==> src/rtl/pipe_hazard_ctrl.sv <==
// Pipeline hazard controller for the 5-stage MIPS pipeline: load-use bubbles,
// taken-branch flushes, multi-cycle memory freeze with timeout, and event counters.
module pipe_hazard_ctrl #(
  parameter int unsigned LEN_REG     = 5,
  parameter int unsigned CNT_W       = 16,
  parameter int unsigned MEM_TIMEOUT = 15
) (
  input  logic               clk,
  input  logic               rst,
  input  logic [LEN_REG-1:0] id_rs,
  input  logic [LEN_REG-1:0] id_rt,
  input  logic               id_uses_rt,
  input  logic               ex_mem_read,
  input  logic [LEN_REG-1:0] ex_rt,
  input  logic               mem_pc_src,
  input  logic               mem_access,
  input  logic               mem_ready,
  output logic               pc_write,
  output logic               if_id_write,
  output logic               if_id_flush,
  output logic               id_ex_flush,
  output logic               ex_mem_flush,
  output logic               pipe_hold,
  output logic               mem_timeout,
  output logic [1:0]         state,
  output logic [CNT_W-1:0]   stall_cnt,
  output logic [CNT_W-1:0]   flush_cnt
);

  localparam int unsigned WAIT_W = $clog2(MEM_TIMEOUT + 1) + 1;

  typedef enum logic [1:0] {
    RUN      = 2'd0,
    HOLD_MEM = 2'd1,
    ERROR    = 2'd2
  } state_t;

  state_t              state_q, state_d;
  logic [WAIT_W-1:0]   wait_cnt, wait_d;
  logic                timeout_d;
  logic                load_use, mem_wait;
  logic                run_decode;
  logic                branch_taken;

  assign load_use = ex_mem_read && (ex_rt != '0) &&
                    ((ex_rt == id_rs) || (id_uses_rt && (ex_rt == id_rt)));
  assign mem_wait = mem_access && !mem_ready;
  assign state    = state_q;

  always_comb begin
    pc_write     = 1'b1;
    if_id_write  = 1'b1;
    if_id_flush  = 1'b0;
    id_ex_flush  = 1'b0;
    ex_mem_flush = 1'b0;
    pipe_hold    = 1'b0;
    state_d      = state_q;
    wait_d       = wait_cnt;
    timeout_d    = mem_timeout;
    run_decode   = 1'b0;
    branch_taken = 1'b0;

    if (rst) begin
      pc_write     = 1'b0;
      if_id_write  = 1'b0;
      if_id_flush  = 1'b1;
      id_ex_flush  = 1'b1;
      ex_mem_flush = 1'b1;
    end else begin
      unique case (state_q)
        RUN: begin
          if (mem_wait) begin
            pipe_hold   = 1'b1;
            pc_write    = 1'b0;
            if_id_write = 1'b0;
            wait_d      = WAIT_W'(1);
            state_d     = HOLD_MEM;
          end else begin
            run_decode = 1'b1;
          end
        end
        HOLD_MEM: begin
          if (!mem_ready) begin
            pipe_hold   = 1'b1;
            pc_write    = 1'b0;
            if_id_write = 1'b0;
            if (wait_cnt == WAIT_W'(MEM_TIMEOUT)) begin
              timeout_d = 1'b1;
              state_d   = ERROR;
            end else begin
              wait_d = wait_cnt + WAIT_W'(1);
            end
          end else begin
            // Release cycle: branch/load-use held stable by the freeze act now.
            run_decode = 1'b1;
            wait_d     = '0;
            state_d    = RUN;
          end
        end
        ERROR: begin
          pipe_hold   = 1'b1;
          pc_write    = 1'b0;
          if_id_write = 1'b0;
        end
        default: state_d = RUN;
      endcase

      if (run_decode) begin
        if (mem_pc_src) begin
          if_id_flush  = 1'b1;
          id_ex_flush  = 1'b1;
          ex_mem_flush = 1'b1;
          branch_taken = 1'b1;
        end else if (load_use) begin
          pc_write    = 1'b0;
          if_id_write = 1'b0;
          id_ex_flush = 1'b1;
        end
      end
    end
  end

  always_ff @(posedge clk) begin
    if (rst) begin
      state_q     <= RUN;
      wait_cnt    <= '0;
      mem_timeout <= 1'b0;
      stall_cnt   <= '0;
      flush_cnt   <= '0;
    end else begin
      state_q     <= state_d;
      wait_cnt    <= wait_d;
      mem_timeout <= timeout_d;
      if (!pc_write && (stall_cnt != '1))
        stall_cnt <= stall_cnt + CNT_W'(1);
      if (branch_taken && (flush_cnt != '1))
        flush_cnt <= flush_cnt + CNT_W'(1);
    end
  end

endmodule
==> config.mk <==
export PLATFORM = sky130hd
export DESIGN_NAME = pipe_hazard_ctrl
export DESIGN_NICKNAME = d
export VERILOG_FILES = /design/src/rtl/pipe_hazard_ctrl.sv
export SDC_FILE = /design/constraint.sdc
export NUM_CORES = 1
export LEC_CHECK = 0
export ABC_AREA = 1
export ABC_CLOCK_PERIOD_IN_PS = 1900
export CORE_UTILIZATION = 35
export DETAILED_ROUTE_END_ITERATION = 7
export PLACE_DENSITY = 0.65
export SKIP_CTS_REPAIR_TIMING = 1
export SYNTH_ARGS = -nofsm -noshare
export SYNTH_HDL_FRONTEND = slang
export SYNTH_SLANG_ARGS = --single-unit
==> constraint.sdc <==
create_clock -name clk -period 1.9 [get_ports clk]
set_clock_uncertainty 0.2 [all_clocks]
set_input_delay 0.285 -clock clk [delete_from_list [all_inputs] [get_ports clk]]
set_output_delay 0.285 -clock clk [all_outputs]
set_load 0.005 [all_outputs]
* Word level (Yosys, flattened, before mapping) *
Cells that the tools add are included.

word-level totals
  input bits = 22
  register bits = 40
  logic and storage cells = 64
  output and inout port bits = 41

cells by class
  bitwise gates (word level) = 2
  equal/unequal tests = 10
  reductions and logical operators = 15
  muxes and demuxes = 29
  add/sub/neg operators = 3

operators with widths
  cell                     count
  $add A16 B1 Y16 const B  2
  $ne A16 B16 Y1 const B   2
  $mux W1                  18
  $mux W5                  3
  $eq A5 B5 Y1             2
  $pmux W5 S2              1
  $reduce_and A3 Y1        3
  $logic_and A1 B1 Y1      6
  $mux W2                  3
  $ne A3 B3 Y1 const B     2
  $pmux W1 S3              2
  $pmux W2 S3              1
  $add A5 B1 Y5 const B    1
  $eq A5 B4 Y1 const B     1
  $reduce_bool A5 Y1       1
  $eq A2 B1 Y1 const B     1
  $eq A2 B2 Y1 const B     1
  $logic_not A1 Y1         2
  $logic_not A2 Y1         1
  $ne A2 B2 Y1 const B     1
  $not A1 Y1               2
  $pmux W1 S2              1
  $reduce_bool A2 Y1       1
  $logic_or A1 B1 Y1       1

* Depth between registers and ports, before layout *
Gate-level depths: netlist of run 1.

  word-level depth = 10
  depth in mapped cells = 13
  depth with buffers taken out = 12

* Worst setup path before layout of run 1 *
No wires, ideal clock.

  kind = reg2out
  from = reg state_q[1], in the netlist state[1]
  to = out pc_write
  arrival time = 1.502 ns
  data required time = 1.415 ns
  setup slack = -0.087 ns
  stages on the path, launching flop included = 13
  buffers on the path = 3
  cell sequence = dfxtp_1 > inv_1 > nand2_1 > o21ai_2 > inv_1 > o21ai_1 > inv_1 > nor2_1 > nand2_1 > buf_4 > buf_6 > inv_1 > buf_4

between the ends
  cells in the longest elaborated chain, start to end = 6
  elaborated cells on any way between the ends = 10
  classes of those cells = 2 x eq/ne; 7 x mux; 1 x reduce/logical

RTL lines
  item                                  line  text
  start: declaration                    38    state_t state_q, state_d;
  start signal: assignment              131   state_q <= state_d;
  $eq A2 B2 Y1 (tied with other cells)  n/a
  $pmux W1 S3                           n/a
  $mux W1 (2 in series)                 n/a
  $mux W1 (*) (2 in series)             n/a
  end: declaration                      18    output logic pc_write,

Mark *: on every way between the ends. The rest lies on a longest branch, timed or not. The select of a mux whose other input is x is not followed.

* Worst setup path in the final report of run 1 *
  from = reg state_q[0], in the netlist state[0]
  to = out pc_write

between the ends
  cells in the longest elaborated chain, start to end = 6
  elaborated cells on any way between the ends = 10
  classes of those cells = 2 x eq/ne; 7 x mux; 1 x reduce/logical

RTL lines
  item                                  line  text
  $eq A2 B2 Y1 (tied with other cells)  70    unique case (state_q)
  $pmux W1 S3                           70
  $mux W1                               114   end else if (load_use) begin
  $mux W1                               109   if (mem_pc_src) begin
  $mux W1 (*)                           108   if (run_decode) begin
  $mux W1 (*)                           63    if (rst) begin

Marked as above.

==> impl_metrics.ini, run 1 <==
[final_layout]
fillers = 609
nNetsFinal = 513
antenna_cells = 0
final_util_pct = 57.8
area_growth_pct = 55.6
final_area_um2 = 3770
layout.cells.non_filler = 564
drive_gt1_share_pct = 24.6

[sta]
final.min_clock_period_ns = 2.09
setup_tns_ns = -2.23
finalHoldViolations = 0
slew_violations = 0
min_period_over_period_pct = 110
setup_viol_count_final = 21
slew-limit-headroom_pct = 80.9
hold_ws_ns = 0.111
worst_slack_ns = -0.187
worstMarginPinSlew_ns = 0.285
rsz0062_at_grt = true
fmax_ghz = 0.479

[synthesis]
synth_edf_count = 0
synth_top_area_share_pct = 33.0
synth-seq-cells = 40
synth_area_um2 = 2430
synth.most_common_cell = nand2_1
ys_top_cells_by_area = dfxtp_1, nand2_1, nand3_1, inv_1, a21oi_1
yosys-top-cells-count = nand2_1, inv_1, nor2_1, dfxtp_1, nand3_1
yosysSeqAreaShare_pct = 33.0
synthCells = 372
synth_nets = 398
yosysUniqueCellTypes = 28
post-synth-top-area-cell = dfxtp_1
async_reset_ff_share_pct = 0
synth_warnings = 0
synth-main-ff-cell = dfxtp_1
syn_avg_cell_area_um2 = 6.52

[worst_setup_path]
r2r_start = state[0]
reg2reg_to = stall_cnt[9]
cpMaxStageDelayCell = dfxtp_4
startpoint = state[0]
cp_top_family = simple AND/OR/NAND/NOR gates
setup.worst_path.end = pc_write
cp.depth = 11
cp-end-kind = output pin
worst-r2r-cell-count = 13
crit_fanout = 3
crit_path_start_kind = flop
cp_data_arrival_time_ns = 1.60
crit_chain = nor2_4 -> nand2_2 -> o21ai_2 -> buf_4 -> inv_2 -> buf_4 -> nor2_2 -> nand3_1 -> nand2_2 -> inv_2 -> clkbuf_2
path_buf_inv = 5
critPathRequiredTime_ns = 1.41
worstSetupPathType = flop to output pin
slowest_delay_ns = 0.36
reg2reg_slack_ns = -0.14

[global_routing]
grt_overflow_total = 0
grtUsageTotal_pct = 18.4
grt_max_degree = 20
grt_pass1_wl_um = 10900
antenna_found_initial = 0
grt_pass1_vias = 2507

[die]
start_util_pct = 37.1
rows = 29
die_area_um2 = 7270
core_area_um2 = 6530
die_h_um = 85.3
ioPinCount = 63
die_w_um = 85.3

[drt]
avgViaCountPerCell = 4.80
dr_total_vias = 2708
drt_iter0_drc = 69
postRouteAntennaNets = 0
wirelength_um = 6820
drc = 0
drt-pass1-iter-count = 4
wl_per_cell_um = 12.1

[min_path]
hold_path.class = primary input to flop
hold_depth = 3

[run]
max_cap_violations = 0

[clock_tree]
clockBufferDepth = 2
htreeDepth = 2
cts_tree = built
clkTransAtPathRegs_ns = 0.07
clk_latency_ns = 0.29
cts_made_buffers = 5
cts_sinks = 40
cts-root-buf = clkbuf_8

[place]
routabilityCongestion = 0.834
dp_hpwl_um = 4930
port_buffers = 62
place_inst = 553
postPlaceCellArea_um2 = 3500

[power_and_ir_drop]
p_leak_nw = 1.68
p_per_area_nw_per_um2 = 462
ir_worst_vdd_v = 0.000418

[status]
failed_checks = setup timing
status = finished with violations
==> layout make-up <==
cell class              count  area (um2)  area share (%)
flip-flops and latches     40         821            21.7
clock buffers               6        72.6            1.92
well taps                  77        96.3            2.55
clock inverters             1        5.00           0.133
inverters                  46         176            4.67
multi-input cells         274        1510            39.9
repair buffers            120        1100            29.1
==> per-layer routing <==
layer | GRT usage [%] | wire, um
met1 | 22.3 | 3040
met2 | 33.1 | 3460
met3 | 3.60 | 252
met4 | 5.61 | 67
met5 | 0 | 0
==> metrics by stage <==
| stage | setup slack, ns | power, mW |
|---|---|---|
| after floorplan | -0.00482 | 1.03 |
| after global placement | -0.613 | 1.18 |
| after detailed placement | -0.680 | 1.19 |
| after CTS | -0.680 | 1.74 |
| after global routing | -0.273 | 1.83 |
| final | -0.187 | 1.74 |
==> power by group <==
group          internal, mW  switching [mW]
Sequential            0.851          0.0119
Combinational         0.169           0.161
Clock                 0.250           0.300
==> registers in the layout (all words and copies together) (netlist names) <==
signal / flops
flush_cnt: 16
stall_cnt: 16
wait_cnt: 5
state: 2
mem_timeout: 1
==> worst register-to-register path, cell delays in order (launching register included) <==
cell,delay [ns]
dfxtp_4,0.36
nor2_4,0.12
nand2_2,0.08
o21ai_2,0.07
buf_4,0.13
inv_2,0.03
buf_4,0.12
nor2_2,0.07
nand3_1,0.08
nand2_2,0.10
buf_4,0.24
nand2_4,0.17
nand2_1,0.09
a21oi_1,0.07
==> kinds of logic after synthesis <==
kind of cell | after synthesis | share of synthesized area (%)
DFF | 40 | 33.0
adders and majority gates | 4 | 2.06
xor gates and xnor gates | 22 | 7.94
buffers and inverters | 58 | 10.2
AOI/OAI and AO/OA | 45 | 9.70
and+or+nand+nor | 203 | 37.1
==> cell usage in the layout (no fill, tap or decap), types with 3 or more instances in the layout <==
cell type        synthesis  final
nand2_1                 96     85
buf_4                    3     56
clkdlybuf4s50_1          0     42
inv_1                   46     39
nor2_1                  42     36
nand3_1                 40     36
a21oi_1                 32     32
dfxtp_1                 40     32
dlymetal6s2s_1           0     16
xor2_1                  14     14
nand2_2                  1     12
xnor2_1                  8      8
nand4_1                  8      8
inv_2                    0      6
o21ai_1                  1      6
nor3_1                   9      6
nor2_2                   0      5
clkbuf_8                 0      5
nand3_2                  0      4
dfxtp_2                  0      4
dfxtp_4                  0      4
nor3_2                   0      3
o21ai_0                  9      3
==> worst min-delay path by stage <==
stage	startpoint	end
global route	mem_access	state[0]
CTS	mem_timeout	mem_timeout
floorplan	mem_access	state[0]
global placement	mem_timeout	mem_timeout
detailed placement	mem_timeout	mem_timeout
finish	mem_access	state[0]
No activity file was read; power rests on OpenSTA's default activity.
==> run 2, diff against run 1 <==
--- a/config.mk
+++ b/config.mk
@@ -10,7 +10,6 @@
 export CORE_UTILIZATION = 35
 export DETAILED_ROUTE_END_ITERATION = 7
 export PLACE_DENSITY = 0.65
-export SKIP_CTS_REPAIR_TIMING = 1
 export SYNTH_ARGS = -nofsm -noshare
 export SYNTH_HDL_FRONTEND = slang
 export SYNTH_SLANG_ARGS = --single-unit
==> impl_metrics.ini, run 2 (synthesized netlist as in run 1, its figures left out) <==
[worst_setup_path]
crit_path_start_kind = flop
crit_chain = nor2_4 -> nand2_2 -> o21ai_4 -> inv_2 -> buf_6 -> nor2_4 -> nand3_2 -> nand2_4 -> inv_2 -> buf_2
slowest_delay_ns = 0.37
cpMaxStageDelayCell = dfxtp_4
reg2reg_slack_ns = -0.07
critPathRequiredTime_ns = 1.41
crit_fanout = 3
cp_data_arrival_time_ns = 1.53
worstSetupPathType = flop to output pin
cp-end-kind = output pin

[sta]
min_period_over_period_pct = 106
finalHoldViolations = 0
slew_violations = 0
worstMarginPinSlew_ns = 0.267
worst_slack_ns = -0.117
rsz0062_at_grt = true
slew-limit-headroom_pct = 82.1
setup_viol_count_final = 18
fmax_ghz = 0.496
final.min_clock_period_ns = 2.02

[place]
routabilityCongestion = 0.834
dp_hpwl_um = 4930
port_buffers = 62
place_inst = 553

[clock_tree]
clockBufferDepth = 2
clk_latency_ns = 0.29
cts_sinks = 40
clkTransAtPathRegs_ns = 0.07
cts_made_buffers = 5
htreeDepth = 2
cts-root-buf = clkbuf_8
cts_tree = built

[die]
die_h_um = 85.3
rows = 29
ioPinCount = 63
die_w_um = 85.3
start_util_pct = 37.1
core_area_um2 = 6530
die_area_um2 = 7270

[global_routing]
grtUsageTotal_pct = 18.9
grt_pass1_wl_um = 11200
antenna_found_initial = 0
grt_max_degree = 20
grt_pass1_vias = 2532
grt_overflow_total = 0

[final_layout]
drive_gt1_share_pct = 23.7
final_cell_mix = nand2_1, buf_4, clkdlybuf4s50_1
reg_top3 = flush_cnt x16, stall_cnt x16, wait_cnt x5
area_growth_pct = 53.6
nNetsFinal = 512
antenna_cells = 0
final_common_cell = nand2_1
layout.cells.non_filler = 563

[min_path]
hold_path.class = primary input to flop

[drt]
wirelength_um = 6780
wl_per_cell_um = 12.0
avgViaCountPerCell = 4.79
dr_total_vias = 2697
drt-pass1-iter-count = 4
drt_iter0_drc = 77
postRouteAntennaNets = 0
drc = 0

[power_and_ir_drop]
p_per_area_nw_per_um2 = 465
ir_worst_vdd_v = 0.000378
p_leak_nw = 1.57
finalPower_mw = 1.73

[status]
failed_checks = setup timing
status = finished with violations

[run]
max_cap_violations = 0
[run 2: cell count changes in the layout (fill, tap and decap cells not counted), sizes merged]
cell | before | now
buf | 60 | 62
dlymetal6s2s | 16 | 2
clkbuf | 8 | 6
clkdlybuf4s15 | 0 | 1
dlygate4sd2 | 0 | 12
[run 2: path summary, 6_finish.rpt]
path / startpoint / depth (start not counted) / end
hold reg to reg: mem_timeout / 2 / mem_timeout
setup / recovery: state[0] / 10 / pc_write
setup reg to reg: state[0] / 12 / stall_cnt[9]
hold / removal: mem_access / 3 / state[0]
[run 2: layer usage]
metal	up-vias	track usage (%)	share of wire [%]	wire length, um
li1	1417	-	-	-
met1	1227	23.1	45	3050
met2	51	33.7	51	3470
met3	2	3.60	3.4	229
met4	0	5.61	0.43	29
met5	-	0	0	0
[run 2: where the power goes]
group / switching, mW / total, mW / internal [mW] / leakage, nW
combinational: 0.161 / 0.320 / 0.159 / 1.20
sequential: 0.0127 / 0.864 / 0.851 / 0.328
clock: 0.300 / 0.550 / 0.250 / 0.0410
total: 0.473 / 1.73 / 1.26 / 1.57
[run 2: metrics by stage]
stage	setup slack [ns]	area (um2)	setup TNS [ns]	util [%]	hold slack [ns]
detailed placement	-0.680	3500	-17.61	53.6	0.258
global route	-0.203	3730	-3.52	57.0	0.223
floorplan	-0.00482	2470	-0.00482	-	0.242
CTS	-0.105	3590	-0.578	55.0	0.220
finish	-0.117	3730	-1.14	57.0	0.219
global placement	-0.613	3500	-15.96	53.6	0.247
[run 2: final cells by class]
class / count / area, um2
Inverter: 46 / 181
Fill cell: 624 / 2810
Clock buffer: 6 / 72.6
Timing Repair Buffer: 119 / 1030
Sequential cell: 40 / 821
Multi-Input combinational cell: 274 / 1520
Tap cell: 77 / 96.3
Clock inverter: 1 / 5.00
[run 2: worst max-delay path, delay by kind of cell, from the launching register on]
family / cells / cell delay, ns
and+or+nand+nor: 5 / 0.48
DFF: 1 / 0.37
buffers and inverters: 4 / 0.32
AOI/OAI and AO/OA: 1 / 0.07
[run 2: repair_timing]
item	CTS	global route
pin swaps	11	16
hold buffers	0	0
resized for setup	51	36
buffers inserted	2	1
gates cloned	0	1
endpoints found under the setup margin	37	40
